==> config.mk <==
export PLATFORM = sky130hd
export DESIGN_NAME = alu_share_arbiter_flat
export DESIGN_NICKNAME = d
export VERILOG_FILES = /design/src/rtl/alu_share_arbiter_pkg.sv /design/src/rtl/alu_share_arbiter_if.sv /design/src/rtl/alu_share_arbiter_rr_arb2.sv /design/src/rtl/alu_share_arbiter.sv /design/src/flat_wrapper.sv
export SDC_FILE = /design/constraint.sdc
export NUM_CORES = 1
export LEC_CHECK = 0
export CORE_AREA = 4 4 133 103
export CTS_CLUSTER_DIAMETER = 200
export DETAILED_ROUTE_END_ITERATION = 6
export DIE_AREA = 0 0 137 107
export PLACE_DENSITY = 0.83
export SLEW_MARGIN = 20
export SYNTH_ARGS = -nofsm -noshare
export SYNTH_HDL_FRONTEND = slang
export SYNTH_SLANG_ARGS = --single-unit
==> constraint.sdc <==
create_clock -name CLK -period 4.4 [get_ports CLK]
set_input_delay 0.88 -clock CLK [delete_from_list [all_inputs] [get_ports CLK]]
set_output_delay 0.88 -clock CLK [all_outputs]
set_load 0.01 [all_outputs]
==> src/rtl/alu_share_arbiter_pkg.sv <==
// Shared ALU definitions: function codes, the supported-code check and the
// arbiter state type used by the ALU sharing logic.
package alu_pkg;

  localparam int ALU_WIDTH = 32;
  localparam int ALU_FUN_W = 3;

  typedef logic [2:0] alu_fun_t;

  localparam alu_fun_t ALU_ADD = 3'b000;
  localparam alu_fun_t ALU_SUB = 3'b001;
  localparam alu_fun_t ALU_AND = 3'b010;
  localparam alu_fun_t ALU_OR  = 3'b011;
  localparam alu_fun_t ALU_SLT = 3'b101;

  // Codes outside this set still run through the ALU, but the response is
  // flagged as an error.
  function automatic logic alu_fun_valid(input alu_fun_t fun);
    return (fun == ALU_ADD) || (fun == ALU_SUB) || (fun == ALU_AND) ||
           (fun == ALU_OR)  || (fun == ALU_SLT);
  endfunction

  typedef enum logic [1:0] {
    IDLE = 2'd0,
    EXEC = 2'd1,
    RESP = 2'd2
  } arb_state_t;

endpackage

==> src/rtl/alu_share_arbiter_if.sv <==
// Two-requester request/response bundle for the shared ALU. Requester i
// occupies bit i of the handshake vectors and slice i of the packed buses.
interface alu_share_arbiter_if #(
  parameter int WIDTH = 32,
  parameter int FUN_W = 3
);
  logic [1:0]         req_valid;
  logic [1:0]         req_ready;
  logic [2*WIDTH-1:0] req_src_a;
  logic [2*WIDTH-1:0] req_src_b;
  logic [2*FUN_W-1:0] req_fun;
  logic [1:0]         rsp_valid;
  logic [1:0]         rsp_ready;
  logic [WIDTH-1:0]   rsp_result;
  logic               rsp_zero;
  logic               rsp_err;

  modport master (
    output req_valid, req_src_a, req_src_b, req_fun, rsp_ready,
    input  req_ready, rsp_valid, rsp_result, rsp_zero, rsp_err
  );

  modport slave (
    input  req_valid, req_src_a, req_src_b, req_fun, rsp_ready,
    output req_ready, rsp_valid, rsp_result, rsp_zero, rsp_err
  );
endinterface

==> src/rtl/alu_share_arbiter_rr_arb2.sv <==
// Two-input round-robin grant: a lone request always wins; on contention
// the requester named by ptr wins. Purely combinational so other shared
// resources can reuse it with their own pointer register.
module rr_arb2 (
  input  logic [1:0] req,
  input  logic       ptr,
  output logic [1:0] grant
);

  // One-hot grant, pointer only breaks ties.
  always_comb begin
    grant = req;
    if (&req) begin
      grant = ptr ? 2'b10 : 2'b01;
    end
  end

endmodule

==> src/rtl/alu_share_arbiter.sv <==
// Shares one combinational ALU between two requesters. One operation is in
// flight at a time: operands are captured at the request handshake, fed to
// the ALU for exactly one cycle, and the result is held for the granted
// requester until it accepts it.
module alu_share_arbiter
  import alu_pkg::*;
#(
  parameter int WIDTH = 32,
  parameter int FUN_W = 3
) (
  input  logic                CLK,
  input  logic                RST_N,
  alu_share_arbiter_if.slave  bus,
  output logic [WIDTH-1:0]    alu_src_a,
  output logic [WIDTH-1:0]    alu_src_b,
  output logic [FUN_W-1:0]    alu_fun,
  input  logic [WIDTH-1:0]    alu_result,
  input  logic                alu_zero
);

  arb_state_t       state;
  logic             ptr;
  logic             gnt_idx;
  logic [1:0]       grant;
  logic [WIDTH-1:0] op_a;
  logic [WIDTH-1:0] op_b;
  logic [FUN_W-1:0] op_fun;
  logic [1:0]       rsp_valid_q;
  logic [WIDTH-1:0] rsp_result_q;
  logic             rsp_zero_q;
  logic             rsp_err_q;
  logic [WIDTH-1:0] sel_a;
  logic [WIDTH-1:0] sel_b;
  logic [FUN_W-1:0] sel_fun;

  rr_arb2 u_rr_arb2 (
    .req   (bus.req_valid),
    .ptr   (ptr),
    .grant (grant)
  );

  // Gated by RST_N so nothing is accepted while reset is held.
  assign bus.req_ready = (state == IDLE && RST_N) ? grant : 2'b00;

  assign sel_a   = grant[1] ? bus.req_src_a[2*WIDTH-1:WIDTH] : bus.req_src_a[WIDTH-1:0];
  assign sel_b   = grant[1] ? bus.req_src_b[2*WIDTH-1:WIDTH] : bus.req_src_b[WIDTH-1:0];
  assign sel_fun = grant[1] ? bus.req_fun[2*FUN_W-1:FUN_W]   : bus.req_fun[FUN_W-1:0];

  // ALU inputs sit at ADD 0+0 outside EXEC so the shared ALU stays quiet.
  assign alu_src_a = (state == EXEC) ? op_a   : '0;
  assign alu_src_b = (state == EXEC) ? op_b   : '0;
  assign alu_fun   = (state == EXEC) ? op_fun : '0;

  assign bus.rsp_valid  = rsp_valid_q;
  assign bus.rsp_result = rsp_result_q;
  assign bus.rsp_zero   = rsp_zero_q;
  assign bus.rsp_err    = rsp_err_q;

  // Sequencer: accept, execute one cycle, hold the response until taken.
  always_ff @(posedge CLK or negedge RST_N) begin
    if (!RST_N) begin
      state        <= IDLE;
      ptr          <= 1'b0;
      gnt_idx      <= 1'b0;
      op_a         <= '0;
      op_b         <= '0;
      op_fun       <= '0;
      rsp_valid_q  <= 2'b00;
      rsp_result_q <= '0;
      rsp_zero_q   <= 1'b0;
      rsp_err_q    <= 1'b0;
    end else begin
      case (state)
        IDLE: begin
          if (|bus.req_ready) begin
            op_a    <= sel_a;
            op_b    <= sel_b;
            op_fun  <= sel_fun;
            gnt_idx <= grant[1];
            state   <= EXEC;
          end
        end
        EXEC: begin
          rsp_result_q <= alu_result;
          rsp_zero_q   <= alu_zero;
          rsp_err_q    <= !alu_fun_valid(op_fun);
          rsp_valid_q  <= gnt_idx ? 2'b10 : 2'b01;
          state        <= RESP;
        end
        RESP: begin
          if (bus.rsp_ready[gnt_idx]) begin
            rsp_valid_q <= 2'b00;
            ptr         <= ~gnt_idx;
            state       <= IDLE;
          end
        end
        default: state <= IDLE;
      endcase
    end
  end

endmodule

==> src/flat_wrapper.sv <==
// flat-port wrapper written by rule: the top's interface ports become plain ports
module alu_share_arbiter_flat import alu_pkg::*;
#(
  parameter int WIDTH = 32,
  parameter int FUN_W = 3
)
  (CLK, RST_N, alu_src_a, alu_src_b, alu_fun, alu_result, alu_zero, bus_req_valid, bus_req_src_a, bus_req_src_b, bus_req_fun, bus_rsp_ready, bus_req_ready, bus_rsp_valid, bus_rsp_result, bus_rsp_zero, bus_rsp_err);
  alu_share_arbiter_if #(.WIDTH(WIDTH), .FUN_W(FUN_W)) bus_i ();
  input  logic CLK;
  input  logic RST_N;
  output logic [WIDTH-1:0] alu_src_a;
  output logic [WIDTH-1:0] alu_src_b;
  output logic [FUN_W-1:0] alu_fun;
  input  logic [WIDTH-1:0] alu_result;
  input  logic alu_zero;
  input wire logic [$bits(bus_i.req_valid)-1:0] bus_req_valid;
  input wire logic [$bits(bus_i.req_src_a)-1:0] bus_req_src_a;
  input wire logic [$bits(bus_i.req_src_b)-1:0] bus_req_src_b;
  input wire logic [$bits(bus_i.req_fun)-1:0] bus_req_fun;
  input wire logic [$bits(bus_i.rsp_ready)-1:0] bus_rsp_ready;
  output wire logic [$bits(bus_i.req_ready)-1:0] bus_req_ready;
  output wire logic [$bits(bus_i.rsp_valid)-1:0] bus_rsp_valid;
  output wire logic [$bits(bus_i.rsp_result)-1:0] bus_rsp_result;
  output wire logic [$bits(bus_i.rsp_zero)-1:0] bus_rsp_zero;
  output wire logic [$bits(bus_i.rsp_err)-1:0] bus_rsp_err;
  assign bus_i.req_valid = bus_req_valid;
  assign bus_i.req_src_a = bus_req_src_a;
  assign bus_i.req_src_b = bus_req_src_b;
  assign bus_i.req_fun = bus_req_fun;
  assign bus_i.rsp_ready = bus_rsp_ready;
  assign bus_req_ready = bus_i.req_ready;
  assign bus_rsp_valid = bus_i.rsp_valid;
  assign bus_rsp_result = bus_i.rsp_result;
  assign bus_rsp_zero = bus_i.rsp_zero;
  assign bus_rsp_err = bus_i.rsp_err;
  alu_share_arbiter #(.WIDTH(WIDTH), .FUN_W(FUN_W)) u_core (.CLK(CLK), .RST_N(RST_N), .bus(bus_i), .alu_src_a(alu_src_a), .alu_src_b(alu_src_b), .alu_fun(alu_fun), .alu_result(alu_result), .alu_zero(alu_zero));
endmodule
# ---- After elaboration in Yosys (flattened, before gate mapping)
# Index checks and enable logic that the tools add are counted.
dict set report word_totals {
  regBits 107
  in_bits 173
  word_cells 51
}
dict set report classes {
  order_cmp 1
  n_eq_ne 8
  mux 16
  n_bitwise 1
  reduce_logical 15
}
# op count
set op_table {}
lappend op_table {{$mux W32} 4}
lappend op_table {{$mux W2} 6}
lappend op_table {{$reduce_and A2 Y1} 5}
lappend op_table {{$eq A3 B2 Y1 const B} 2}
lappend op_table {{$mux W3} 2}
lappend op_table {{$pmux W2 S3} 1}
lappend op_table {{$logic_or A1 B1 Y1} 4}
lappend op_table {{$pmux W2 S2} 1}
lappend op_table {{$eq A3 B1 Y1 const B} 1}
lappend op_table {{$eq A3 B3 Y1 const B} 1}
lappend op_table {{$logic_not A3 Y1} 1}
lappend op_table {{$eq A2 B1 Y1 const B} 1}
lappend op_table {{$eq A2 B2 Y1 const B} 1}
lappend op_table {{$logic_not A2 Y1} 1}
lappend op_table {{$lt A1 B2 Y1 const B} 1}
lappend op_table {{$mux W1} 2}
lappend op_table {{$ne A2 B1 Y1 const B} 1}
lappend op_table {{$ne A2 B2 Y1 const B} 1}
lappend op_table {{$reduce_bool A2 Y1} 1}
lappend op_table {{$reduce_or A2 Y1} 1}
lappend op_table {{$logic_and A1 B1 Y1} 1}
lappend op_table {{$logic_not A1 Y1} 1}
lappend op_table {{$not A1 Y1} 1}

# ---- Longest topological paths before layout
# Gate-level depths: netlist (run 1).
dict set report depth {
  word_depth 6
  depth_mapped 6
  depth_no_buf 3
}

# ---- By module
# Synthesis (run 1) repeated with hierarchy kept, for this count alone.
dict set report unflattened {
  cells_unflattened 470
  area_unflattened_um2 5440.2
}
# module instances cells_per_inst area_per_inst_um2
set by_module_without_submodules {}
lappend by_module_without_submodules {alu_share_arbiter 1 467 5421.4}
lappend by_module_without_submodules {rr_arb2 1 3 18.8}

# ---- Worst setup path before layout (run 1)
# No wires, ideal clock.
dict set report synth_path {
  path_type {input to output}
  start {input bus_req_valid[0]}
  end {output bus_req_ready[1]}
  arrival_ns 1.585
  t_required_ns 3.520
  setup_slack_ns 1.935
  stages 5
  path_buffers 2
  cell_sequence {nor2b_1 -> buf_2 -> buf_2 -> nand2b_1 -> nor2_1}
}
dict set report synth_between {
  elab_chain_len 3
}
# item line
set synth_rtl {}
lappend synth_rtl {{start: declaration} flat_wrapper.sv:16} ;# input wire logic [$bits(bus_i.req_valid)-1:0] bus_req_valid;
lappend synth_rtl {{$reduce_and A2 Y1} alu_share_arbiter_rr_arb2.sv:13} ;# if (&req) begin
lappend synth_rtl {{$mux W2} alu_share_arbiter_rr_arb2.sv:13}
lappend synth_rtl {{$mux W2} alu_share_arbiter.sv:43} ;# assign bus.req_ready = (state == IDLE && RST_N) ? grant : 2'b00;
lappend synth_rtl {{end: declaration} flat_wrapper.sv:21} ;# output wire logic [$bits(bus_i.req_ready)-1:0] bus_req_ready;
# Every way passes these cells.

# ---- Final worst setup path (run 1)
dict set report layout_path {
  start {register u_core.state[0]}
  end {output alu_src_a[18]}
}
dict set report layout_between {
  elab_chain_len 2
}
# item line
set layout_rtl {}
lappend layout_rtl {{start: declaration} alu_share_arbiter.sv:21} ;# arb_state_t state;
lappend layout_rtl {{start signal: assignment} alu_share_arbiter.sv:62} ;# state <= IDLE;
lappend layout_rtl {{start signal: assignment} alu_share_arbiter.sv:80} ;# state <= EXEC;
lappend layout_rtl {{start signal: assignment} alu_share_arbiter.sv:88} ;# state <= RESP;
lappend layout_rtl {{$eq A2 B1 Y1} alu_share_arbiter.sv:50} ;# assign alu_src_a = (state == EXEC) ? op_a : '0;
lappend layout_rtl {{$mux W32} alu_share_arbiter.sv:50}
lappend layout_rtl {{end: declaration} flat_wrapper.sv:11} ;# output logic [WIDTH-1:0] alu_src_a;
# Every way passes these cells.

==> qor.yml, run 1 <==
drv_cap: 0
core-area_um2: 12300
drive_above_1_share: 0.0749
synth_edf_count: 0
nets: 916
h-tree-depth: 3
antenna_found_initial: 0
period_share: 0.789
vias_per_cell: 5.41
setup_viol: 0
via_count: 4943
critPathLaunchType: "register"
numCtsBuffers: 9
rsz0062_at_grt: "no"
holdCritPathClass: "register to register"
drtPass1Iterations: 4
cp.required_ns: 3.52
fmax_mhz: 288
ir_drop_uv: 321
wirelength_mm: 17.1
grt_max_degree: 69
synth_nets: 668
clock-root-buffer: "clkbuf_16"
cp.arrival_ns: 2.59
max-clock-path-buffers: 2
tightestPinTransition_ns: 0.755
slew_headroom: 0.497
io_buffers: 277
worst_slack_ns: 0.928
yosysUniqueCellTypes: 26
grt_pass1_wl_mm: 26.5
gr-total-overflow: 0
ys_async_sr_fraction: 1.00
synthCells: 495
num_rows: 35
finalInstanceArea_um2: 8400
final_common_cell: "clkdlybuf4s50_1"
final_cell_mix: "clkdlybuf4s50_1 (276), dfrtp_1 (107), nand2_1 (105), o32ai_1 (67), and2_1 (66)"
hold_viol: 0
drtAntennaViolNets: 0
ctsHoldBuffers: 0
grt_pass1_vias: 5212
place_congestion: 0.786
crit_fanout: 39
die_h_um: 107
crit_type: "register to primary output"
cts_setup_buffers: 0
wl_per_cell_um: 18.7
area_delta_synth_final_pct: 59.8
yosys_warnings: 0
post_cts_resized: 0
run_status: "completed"
synth_ff_type: "dfrtp_1"
critPathCaptureType: "primary output"
diodes: 0
fin_crit_ns: 3.47
dp_hpwl_mm: 12.3
tns_ns: 0
syn-cell-area_um2: 5250
worst_skew_pair.late_latency_ns: 0.34
fin_worst_skew_ns: 0.00799
drt_iter0_drc: 305
drc: 0
post-route-util: 0.685
clkTransAtPathRegs_ns: 0.07
die_x_um: 137
slew_violations: 0
ys_ff_latch: 107
initial_utilization: 0.428
avgSynthCellArea_um2: 10.6
pre_cts_ws_ns: 1.25
powerDensity_nw_per_um2: 575
ios: 278
post_dp_cell_area_um2: 8060
cts.sinks: 107
grt_usage: 0.229
die_area_um2: 14700
p_leak_nw: 3.37
cts_tree: "built"
synth_seq_area_share: 0.510
[registers in the layout (all words and copies together), names as in the netlist]
| name | count |
|---|---|
| u_core.op_b | 32 |
| u_core.gnt_idx | 1 |
| u_core.bus.rsp_result | 32 |
| u_core.bus.rsp_err | 1 |
| u_core.ptr | 1 |
| u_core.op_a | 32 |
| u_core.bus.rsp_valid | 2 |
| u_core.bus.rsp_zero | 1 |
| u_core.op_fun | 3 |
| u_core.state | 2 |
[Yosys cell counts, drive strengths merged, types with 3 or more instances]
cell type / n / share of area
dfrtp: 107 / 0.51
nand2: 105 / 0.075
o21ai: 4 / 0.0038
nand2b: 3 / 0.0036
a21oi: 4 / 0.0038
buf: 21 / 0.029
nor2b: 4 / 0.0048
clkbuf: 31 / 0.022
nor2: 5 / 0.0067
o32ai: 67 / 0.11
inv: 3 / 0.0021
and2: 66 / 0.079
a2bb2oi: 67 / 0.14
[final timing paths]
| kind | start | to | slack, ns | cells after the start |
|---|---|---|---|---|
| max reg2reg | u_core.state[1]$_DFFE_PN0P_ | u_core.op_a[25]$_DFFE_PN0P_ | 2.41 | 4 |
| max in group asynchronous | RST_N | u_core.op_a[30]$_DFFE_PN0P_ | 2.53 | 3 |
| min reg2reg | u_core.bus.rsp_result[24]$_DFFE_PN0P_ | u_core.bus.rsp_result[24]$_DFFE_PN0P_ | 0.47 | 2 |
| min | u_core.bus.rsp_result[24]$_DFFE_PN0P_ | u_core.bus.rsp_result[24]$_DFFE_PN0P_ | 0.47 | 2 |
| min in group asynchronous | RST_N | u_core.op_b[10]$_DFFE_PN0P_ | 0.66 | 2 |
| max | u_core.state[0]$_DFFE_PN0P_ | alu_src_a[18] | 0.93 | 4 |
[per-layer routing]
layer,track usage,vias up,share of wire
met5,0,-,0
met4,0.0791,0,0.026
met3,0.0647,30,0.081
met2,0.401,207,0.49
met1,0.268,2405,0.40
li1,-,2301,-
[cell type report]
type                    count  area, um2
multi-input cells         333       2310
inverters                   3       11.3
well taps                 166        208
flip-flops and latches    107       2680
clock inverters             6       73.8
repair buffers            289       2870
clock buffers              10        239
fillers                   902       3870
[report_power, final]
part	switching [mW]	total [mW]	internal, mW	leakage (nW)
clock	0.363	0.826	0.463	0.147
combinational	0.958	2.23	1.27	2.01
sequential	0.308	1.77	1.46	1.21
total	1.63	4.83	3.20	3.37
[cell families (layout without fill, tap and decap cells)]
| group | Yosys count | count (layout) | synth area share |
|---|---|---|---|
| simple gates | 187 | 187 | 0.175 |
| flops | 107 | 107 | 0.510 |
| compound gates | 146 | 146 | 0.262 |
| buf+inv | 55 | 308 | 0.0536 |
[stage by stage]
stage	hold WS, ns	std cells	total power [mW]
detailed placement	0.462	897	4.03
global route	0.504	914	5.14
floorplan	0.487	495	2.92
finish	0.473	914	4.83
CTS	0.480	913	4.88
global placement	0.456	897	3.94
[worst max-delay path, stage by stage, from the launching register on]
cell and delay, ns:
dfrtp_1 0.50, nor2b_4 0.58, buf_4 0.42, and2_1 0.20, clkdlybuf4s50_1 0.54
(Power assumes the default switching activity.)
==> run 2, diff against run 1 <==
--- a/config.mk
+++ b/config.mk
@@ -5,11 +5,11 @@
 export SDC_FILE = /design/constraint.sdc
 export NUM_CORES = 1
 export LEC_CHECK = 0
-export CORE_AREA = 4 4 133 103
+export CORE_AREA = 4 4 138 107
 export CTS_CLUSTER_DIAMETER = 200
 export DETAILED_ROUTE_END_ITERATION = 6
-export DIE_AREA = 0 0 137 107
-export PLACE_DENSITY = 0.83
+export DIE_AREA = 0 0 142 111
+export PLACE_DENSITY = 0.77
 export SLEW_MARGIN = 20
 export SYNTH_ARGS = -nofsm -noshare
 export SYNTH_HDL_FRONTEND = slang
==> constraint.sdc (replaced) <==
create_clock -name CLK -period 3.6 [get_ports CLK]
set_input_delay 0.72 -clock CLK [delete_from_list [all_inputs] [get_ports CLK]]
set_output_delay 0.72 -clock CLK [all_outputs]
set_load 0.01 [all_outputs]
==> qor.yml, run 2 (same netlist as run 1, synthesis figures left out) <==
run_status: "completed"
die_x_um: 142
clock-root-buffer: "clkbuf_16"
critPathCaptureType: "primary output"
finalPower_mw: 5.85
crit_start: "u_core.state[0]$_DFFE_PN0P_"
setup_viol: 0
max-clock-path-buffers: 2
critPathBufInv: 2
drv_cap: 0
post_cts_resized: 0
cp.required_ns: 2.88
wl_per_cell_um: 18.4
drt_iter0_drc: 273
fin_worst_skew_ns: 0.00675
hold_viol: 0
grt_pass1_wl_mm: 26.8
pre_cts_ws_ns: 0.715
tns_ns: 0
rr_worst_depth: 4
num_rows: 37
via_count: 4840
cp.arrival_ns: 2.15
holdCritPathClass: "input port to asynchronous set/reset pin"
p_leak_nw: 3.36
period_share: 0.798
initial_utilization: 0.390
drtPass1Iterations: 4
ir_drop_uv: 380
grt_usage: 0.209
rr_startpoint: "u_core.state[0]$_DFFE_PN0P_"
antenna_found_initial: 0
worst_slack_ns: 0.725
rrSetupSlack_ns: 1.77
gr-total-overflow: 0
grt_max_degree: 76
tightestPinTransition_ns: 0.826
h-tree-depth: 3
wirelength_mm: 17.0
io_buffers: 277
post-route-util: 0.623
crit_chain: "nor2b_4 > buf_12 > and2_1 > clkdlybuf4s50_1"
critical_path.max_stage_delay_ns: 0.55
ios: 278
rsz0062_at_grt: "no"
cts_setup_buffers: 0
place_congestion: 0.819
dp_hpwl_mm: 12.1
fin_crit_ns: 2.87
cp_slowest_cell: "clkdlybuf4s50_1"
crit_type: "register to primary output"
die_area_um2: 15800
final_common_cell: "clkdlybuf4s50_1"
numCtsBuffers: 9
worst_skew_pair.late_latency_ns: 0.34
powerDensity_nw_per_um2: 698
grt_pass1_vias: 5199
cts.sinks: 107
clkTransAtPathRegs_ns: 0.07
critPathLaunchType: "register"
cts_tree: "built"
fin_cells: 923
final_cell_mix: "clkdlybuf4s50_1 (276), dfrtp_1 (107), nand2_1 (105), o32ai_1 (67), and2_1 (66)"
drc: 0
dpl.cell_count: 907
die_h_um: 111
drtAntennaViolNets: 0
area_delta_synth_final_pct: 59.7
diodes: 0
nets: 916
crit_fanout: 75
ctsHoldBuffers: 0
core-area_um2: 13500
drive_above_1_share: 0.0735
slew_headroom: 0.449
vias_per_cell: 5.24
fmax_mhz: 348
reg2reg_to: "u_core.op_fun[2]$_DFFE_PN0P_"
slew_violations: 0
critical-path-top-delay-family: "buffers and inverters"
-- run 2: changes by cell type in the layout (fill, tap and decap cells not counted), sizes merged --
cell	delta
clkinvlp	-1
clkinv	+1
-- run 2: metal layers --
layer	vias to the layer above	track usage	share of wire
li1	2298	-	-
met1	2346	0.252	0.40
met2	178	0.369	0.51
met3	18	0.0668	0.080
met4	0	0.0390	0.0094
met5	-	0	0
-- run 2: per-stage QoR --
step / cell area (um2) / hold slack [ns]
after CTS: 8390 / 0.472
final: 8390 / 0.454
after detailed placement: 8090 / 0.464
after global placement: 8090 / 0.458
after floorplan: 5250 / 0.424
after global routing: 8390 / 0.488
-- run 2: cell type report --
| type | instances | area, um2 |
|---|---|---|
| clock buffer | 10 | 229 |
| inverter | 3 | 11.3 |
| sequential | 107 | 2680 |
| tap | 175 | 219 |
| multi-input combinational | 333 | 2310 |
| timing repair buffer | 289 | 2870 |
| fill | 1074 | 5080 |
| clock inverter | 6 | 65.1 |
-- run 2: power breakdown --
group          switching, mW  internal, mW  total (mW)
logic                   1.17          1.56        2.73
clock network          0.429         0.541       0.970
registers              0.368          1.79        2.16
-- run 2: worst max path at each step --
stage,endpoint,depth (start not counted)
after CTS,alu_src_a[31],4
final,alu_src_b[0],4
after global placement,bus_req_ready[0],4
after detailed placement,bus_req_ready[1],5
after global routing,alu_src_a[31],4
after floorplan,bus_req_ready[1],5
==> run 3, diff against run 2 <==
--- a/config.mk
+++ b/config.mk
@@ -5,11 +5,11 @@
 export SDC_FILE = /design/constraint.sdc
 export NUM_CORES = 1
 export LEC_CHECK = 0
-export CORE_AREA = 4 4 138 107
+export CORE_AREA = 4 4 145 112
 export CTS_CLUSTER_DIAMETER = 200
 export DETAILED_ROUTE_END_ITERATION = 6
-export DIE_AREA = 0 0 142 111
-export PLACE_DENSITY = 0.77
+export DIE_AREA = 0 0 149 116
+export PLACE_DENSITY = 0.73
 export SLEW_MARGIN = 20
 export SYNTH_ARGS = -nofsm -noshare
 export SYNTH_HDL_FRONTEND = slang
==> constraint.sdc (replaced) <==
create_clock -name CLK -period 2.4 [get_ports CLK]
set_input_delay 0.48 -clock CLK [delete_from_list [all_inputs] [get_ports CLK]]
set_output_delay 0.48 -clock CLK [all_outputs]
set_load 0.01 [all_outputs]
==> qor.yml, run 3 (same netlist as run 1, synthesis figures left out) <==
p_seq_frac: 0.365
drtPass1Iterations: 4
drt_iter0_drc: 204
p_sw_mw: 3.03
nets: 924
tightestPinTransition_ns: 0.905
p_leak_nw: 4.01
cp.required_ns: 1.92
die_h_um: 116
area_delta_synth_final_pct: 63.8
rsz0062_at_grt: "no"
rrSetupSlack_ns: 0.53
cp_slowest_cell: "clkdlybuf4s50_1"
crit_type: "register to primary output"
via_count: 4919
antenna_found_initial: 0
powerDensity_nw_per_um2: 1020
diodes: 0
drc: 0
io_buffers: 277
critPathCaptureType: "primary output"
grt_max_degree: 70
wirelength_mm: 17.4
grt_pass1_wl_mm: 27.3
grt_pass1_vias: 5186
numCtsBuffers: 9
core-area_um2: 14900
slew_headroom: 0.397
finalInstanceArea_um2: 8600
num_rows: 39
crit_start: "u_core.state[1]$_DFFE_PN0P_"
drive_above_1_share: 0.0873
wl_per_cell_um: 18.1
p_sw_frac: 0.345
critical-path-top-delay-family: "buffers and inverters"
dp_hpwl_mm: 12.2
rr_startpoint: "u_core.state[0]$_DFFE_PN0P_"
clkTransAtPathRegs_ns: 0.08
cp.arrival_ns: 1.81
fmax_mhz: 436
vias_per_cell: 5.12
crit_fanout: 6
fin_crit_ns: 2.29
run_status: "completed"
critPathBufInv: 2
crit_chain: "buf_4 > nand2b_1 > nor2_1 > clkdlybuf4s50_1"
p_comb_frac: 0.469
cp-endpoint: "alu_fun[0]"
pwr-share-clk: 0.166
ir_drop_uv: 368
final_common_cell: "clkdlybuf4s50_1"
hold_viol: 0
clock-root-buffer: "clkbuf_16"
die_x_um: 149
reg2reg_to: "u_core.op_a[7]$_DFFE_PN0P_"
gr-total-overflow: 0
h-tree-depth: 3
drv_cap: 0
die_area_um2: 17300
critical_path_depth: 4
holdWs_ns: 0.188
fin_worst_skew_ns: 0.00784
worst_skew_pair.late_latency_ns: 0.35
cts.sinks: 107
p_int_mw: 5.76
critical_path.max_stage_delay_ns: 0.59
final_cell_mix: "clkdlybuf4s50_1 (208), nand2_1 (105), dfrtp_1 (105), o32ai_1 (67), and2_1 (66)"
post_dp_cell_area_um2: 8160
rr_worst_depth: 4
setup_viol: 0
grt_usage: 0.199
initial_utilization: 0.352
period_share: 0.956
critPathLaunchType: "register"
place_congestion: 0.768
cts_tree: "built"
holdCritPathClass: "input port to asynchronous set/reset pin"
drtAntennaViolNets: 0
max-clock-path-buffers: 2
ctsHoldBuffers: 0
slew_violations: 0
ios: 278
[run 3: cell count changes in the layout (fill, tap and decap cells not counted), moves of 2 or more]
| cell | before | now |
|---|---|---|
| dlymetal6s2s_1 | 0 | 24 |
| dfrtp_1 | 107 | 105 |
| dfrtp_2 | 0 | 2 |
| clkdlybuf4s50_1 | 276 | 208 |
| dlygate4sd2_1 | 0 | 42 |
| clkdlybuf4s15_1 | 0 | 2 |
| clkinv_2 | 2 | 0 |
| inv_8 | 0 | 2 |
| buf_16 | 0 | 2 |
| buf_12 | 1 | 4 |
[run 3: how the worst min path moves through the flow]
stage	end	cells past startpoint
final	u_core.op_b[12]$_DFFE_PN0P_	2
after global routing	u_core.op_b[19]$_DFFE_PN0P_	2
after CTS	u_core.op_b[16]$_DFFE_PN0P_	2
after detailed placement	u_core.bus.rsp_result[5]$_DFFE_PN0P_	2
after global placement	u_core.bus.rsp_result[5]$_DFFE_PN0P_	2
after floorplan	u_core.bus.rsp_err$_DFFE_PN0P_	0
[run 3: routing by layer]
layer / GRT usage / part of all wire / wire length [um]
met5: 0 / 0 / 0
met4: 0.0665 / 0.026 / 458
met3: 0.0719 / 0.093 / 1630
met2: 0.331 / 0.48 / 8290
met1: 0.243 / 0.40 / 7060
[run 3: stage by stage]
step / setup TNS, ns / utilization / total power [mW] / std cells / setup slack (ns)
after floorplan: 0 / - / 5.35 / 495 / 0.735
after global placement: 0 / 0.547 / 7.28 / 936 / 0.0236
after detailed placement: 0 / 0.547 / 7.42 / 936 / 0.0195
after CTS: -0.0273 / 0.569 / 8.91 / 959 / -0.0273
after global routing: 0 / 0.576 / 9.37 / 961 / 0.00272
final: 0 / 0.576 / 8.78 / 961 / 0.106
[run 3: power by group through the flow]
| stage | sequential, mW | combinational [mW] | clock, mW |
|---|---|---|---|
| floorplan | 3.24 | 2.11 | 0 |
| global placement | 3.20 | 4.08 | 0 |
| detailed placement | 3.23 | 4.18 | 0 |
| CTS | 3.21 | 4.18 | 1.52 |
| global route | 3.32 | 4.46 | 1.59 |
| finish | 3.21 | 4.12 | 1.46 |
[run 3: cell type report]
type	count	area [um2]
repair buffers	297	3050
clock inverters	6	56.3
fillers	1267	6330
well taps	205	256
inverters	3	11.3
clock buffers	10	239
multi-input cells	333	2310
flip-flops and latches	107	2680
[run 3: timing repair]
item                                    CTS  global route
resized for setup                        47            27
setup buffers                             5             1
cloned                                    2             0
endpoints found under the setup margin   68            24
==> edit 1: new RTL, settings of run 2 <==
The 3 states of `arb_state_t` get a one-hot encoding in 3 bits.
--- a/src/rtl/alu_share_arbiter_pkg.sv
+++ b/src/rtl/alu_share_arbiter_pkg.sv
@@ -20,10 +20,10 @@
            (fun == ALU_OR)  || (fun == ALU_SLT);
   endfunction
 
-  typedef enum logic [1:0] {
-    IDLE = 2'd0,
-    EXEC = 2'd1,
-    RESP = 2'd2
+  typedef enum logic [2:0] {
+    IDLE = 3'b001,
+    EXEC = 3'b010,
+    RESP = 3'b100
   } arb_state_t;
 
 endpackage
Check against the original RTL: same outputs for any inputs over 4 cycles, from zero or initial values and one cycle with RST_N low; so few cycles prove little.
==> edit 1 against run 2 <==
Final cell count stayed put. Die area stayed put. Via count is 0.93% higher. Maximum frequency is 6.9% lower. Global-route usage is 0.059 points lower. Worst setup slack worse by 0.21 ns. Design area is 0.15% higher. Clock skew is 0.00056 ns lower. Sequential cell count is 1 higher. Wire length is 0.43% higher. Worst hold slack better by 0.026 ns. Synthesized area is 0.29% lower. Power is 13% lower. First-iteration DRC count is 25% lower. Critical path type unchanged. Largest cell class unchanged. Highest routed layer unchanged.
==> edit 1: results (changes against run 2) <==
outcome: finished, final reports clean
worst hold slack: 0.480 ns (+0.0256 ns)
Slew @ Worst Pin: 0.781 ns (-0.0451 ns)
first-pass GRT wire length: 26700 um (-0.46%)
Hold Crit Class: register to register
antenna violations before repair: 0 (unchanged)
peak supply drop: 0.000449 V (+18%)
vias in the first global route: 5127 (-1.4%)
post-synthesis sequential area ratio: 51.6% (+0.65 points)
largest cells by area after synthesis: dfrtp_1 51%, o32ai_1 11%, a2bb2oi_1 9.5%
fillers: 1077 (+0.28%)
DR vias: 4885 (+0.93%)
Pleak: 3.36 nW (-0.15%)
routed wl met2: 8000 um (-7.0%)
M1 WL: 6860 um (+0.54%)
DP Worst Slack: 0.691 ns (-0.0238 ns)
largest net degree at the start of global routing: 69 (-9.2%)
Netlist cell types: 31 (+19%)
R2R Setup Slk: 1.71 ns (-0.06 ns)
routed wl met3: 1850 um (+36%)
switching fraction of total power: 30.9% (-2.7 points)
routability cong.: 0.769 (-6.1%)
critical path fanouts, max: 68 (-9.3%)
crit path DAT: 2.37 ns (+0.22 ns)
DP HPWL: 12200 um (+0.88%)
share of post-route cells with drive strength above 1: 6.42% (-0.94 points)
initial detailed-routing violation count: 206 (-25%)
hold_buf cts: 0 (unchanged)
GRT Util Overall: 20.9% (-0.059 points)
upper clock frequency limit: 0.324 GHz (-6.9%)
R2R depth: 5 (+1)
most instantiated cells after synthesis: 107 x dfrtp_1, 100 x nand2_1, 67 x o32ai_1
Synthesized Nets: 669 (+0.15%)
Routed WL per cell: 18.4 um (+0.43%)
worst stage delay on the critical path: 0.58 ns (+0.03 ns)
clock skew: 0.00619 ns (-0.000564 ns)
==> edit 1: cell count changes after synthesis, moves of 3 or more <==
cell,change
nand2_1,-5
buf_2,+10
nand2b_1,-3
clkbuf_1,-7
buf_6,+3
a2bb2oi_1,+10
a2bb2oi_2,-10
==> edit 1: area by class of cell <==
type                            instances  share of cell area (%)
Clock inverter                          5                   0.775
Inverter                                4                   0.179
Sequential cell                       108                    32.2
Timing Repair Buffer                  289                    34.2
Clock buffer                           11                    3.01
Multi-Input combinational cell        331                    27.0
Tap cell                              175                    2.61
==> edit 1: kinds of logic after synthesis <==
family | synth area share (%)
and+or+nand+nor | 17.5
buffers and inverters | 5.42
muxes | 0.382
AOI/OAI and AO/OA | 25.1
DFF | 51.6
==> edit 1: per-layer routing <==
layer / up-vias / track usage, %
met5: - / 0
met1: 2336 / 24.8
met2: 210 / 34.4
li1: 2312 / -
met4: 0 / 5.75
met3: 27 / 9.06
==> edit 1: worst max-delay path: cells and delay by family, from the launching register on <==
family / cells / cell delay, ns
buf+inv: 2 / 1.08
simple gates: 2 / 0.45
flops: 1 / 0.49
==> edit 1: final timing paths <==
kind / end / from
worst max-delay path: alu_src_a[13] / u_core.state[2]$_DFFE_PN0P_
worst min register to register: u_core.bus.rsp_zero$_DFFE_PN0P_ / u_core.bus.rsp_zero$_DFFE_PN0P_
max in group asynchronous: u_core.op_b[8]$_DFFE_PN0P_ / RST_N
worst min-delay path: u_core.bus.rsp_zero$_DFFE_PN0P_ / u_core.bus.rsp_zero$_DFFE_PN0P_
worst max register to register: u_core.bus.rsp_result[9]$_DFFE_PN0P_ / u_core.state[2]$_DFFE_PN0P_
min in group asynchronous: u_core.state[1]$_DFFE_PN0P_ / RST_N
==> edit 1: power by group through the flow <==
| stage | clock network, mW | registers [mW] | logic [mW] |
|---|---|---|---|
| after floorplan | 0 | 2.12 | 0.926 |
| after global placement | 0 | 2.08 | 1.95 |
| after detailed placement | 0 | 2.11 | 1.99 |
| after CTS | 1.07 | 2.10 | 1.99 |
| after global routing | 1.11 | 2.17 | 2.14 |
| final | 1.04 | 2.10 | 1.96 |
==> edit 1: metrics by stage <==
stage / instances / util, % / power [mW] / area, um^2
3_5_place_dp: 907 / 60.0 / 4.09 / 8080
4_1_cts: 923 / 62.4 / 5.16 / 8400
3_3_place_gp: 907 / 60.0 / 4.03 / 8080
6_report: 923 / 62.4 / 5.10 / 8400
2_1_floorplan: 496 / - / 3.05 / 5240
5_1_grt: 923 / 62.4 / 5.42 / 8400
==> edit 2: new RTL, settings of run 2 <==
Made on the original files. Make the reset (`RST_N`) synchronous in one clocked block.
--- a/src/rtl/alu_share_arbiter.sv
+++ b/src/rtl/alu_share_arbiter.sv
@@ -57,7 +57,7 @@
   assign bus.rsp_err    = rsp_err_q;
 
   // Sequencer: accept, execute one cycle, hold the response until taken.
-  always_ff @(posedge CLK or negedge RST_N) begin
+  always_ff @(posedge CLK) begin
     if (!RST_N) begin
       state        <= IDLE;
       ptr          <= 1'b0;
Check against the original RTL: differs if RST_N is asserted again (counterexample within 4 cycles, from zero or initial values and one cycle with RST_N low); with RST_N held inactive, the same outputs for 4 cycles.
==> edit 2 against run 2 <==
Sequential share of layout area shrank 7.9 points. Worst hold slack gained 0.013 ns. Critical path type is now input port to output port. Clock skew grew 0.0021 ns. Synthesized area grew 13%. First-iteration DRC count grew 9.9%. Register-to-register slack lost 0.47 ns. Sequential cell count is the same. Worst setup slack lost 0.013 ns. Design area grew 6.1%. Wire length grew 15%.
Power is not compared: it rests on default switching activity, and its combinational part moved more than twofold at a synthesized area within 25%.
==> edit 2: results (changes against run 2) <==
buffering overhead: 32.2% (-2.1 points)
worst reg2reg endpoint: u_core.op_a[30]$_SDFFE_PN0P_
GRT Util Overall: 23.8% (+2.8 points)
largest net degree at the start of global routing: 107 (+41%)
grt met3 use: 5.86% (-0.82 points)
M1 GR Usage: 29.9% (+4.8 points)
worst stage delay on the critical path: 0.58 ns (+0.03 ns)
multi-input gate share of total cell area: 37.6% (+10 points)
share of post-route cells with drive strength above 1: 10.7% (+3.4 points)
ys async rst share: 0% (-100 points)
largest cells by area after synthesis: dfxtp_1 36%, nor4b_2 15%, nor4b_1 11%
outcome: finished, final reports clean
nonclk inv count: 1 (-2)
fillers: 1052 (-2.0%)
routed wl met3: 1540 um (+13%)
FFs & Latches: 107 (unchanged)
r2r startpoint: u_core.state[1]$_SDFFE_PN0P_
Hold Crit Class: register to register
vias per inst: 5.55 (+5.9%)
DR pass1 iterations: 5 (+1)
Synthesized Nets: 827 (+24%)
post-synthesis sequential area ratio: 36.1% (-15 points)
Slew @ Worst Pin: 0.905 ns (+0.0782 ns)
Netlist cell types: 28 (+7.7%)
Critical Path Sink: bus_req_ready[1]
M1 WL: 8130 um (+19%)
first-pass GRT wire length: 30900 um (+15%)
# clk buffers: 11 (+1)
initial detailed-routing violation count: 300 (+9.9%)
M2 GR Usage: 40.0% (+3.1 points)
ClkCell Share: 3.65% (+0.15 points)
storage element area: 2140 um^2 (-20%)
most instantiated cells after synthesis: 107 x dfxtp_1, 75 x nor4b_1, 71 x a21oi_1
routability cong.: 0.883 (+7.8%)
edit 2: changes by cell type in the layout (fill, tap and decap cells not counted), sizes merged, moves of 34 or more:
cell     before  now
dfxtp         0  107
nor3          0   67
o32ai        67    0
a21boi        0   34
a2bb2oi      67    0
nand2       105   70
dfrtp       107    0
a21oi         4   71
nor4b         0  134
edit 2: logic make-up after synthesis:
kind of cell    Yosys count  share of synthesized area (%)
buf+inv                  81                           7.98
mux                       1                          0.169
flops                   107                           36.1
simple gates            355                           44.9
compound gates          110                           10.9
edit 2: where the power goes:
part           internal [mW]  leakage (nW)  switching, mW
combinational          0.497          1.96          0.456
clock                  0.634         0.161          0.446
sequential              1.31         0.884         0.0659
edit 2: metrics by stage:
step           setup WS [ns]  power [mW]  cells  hold WS [ns]
2_1_floorplan           1.41        1.94    654         0.463
3_3_place_gp           0.762        2.33   1036         0.446
3_5_place_dp           0.730        2.35   1036         0.461
4_1_cts                0.693        3.44   1052         0.470
5_1_grt                0.543        3.57   1052         0.491
6_report               0.712        3.41   1052         0.467
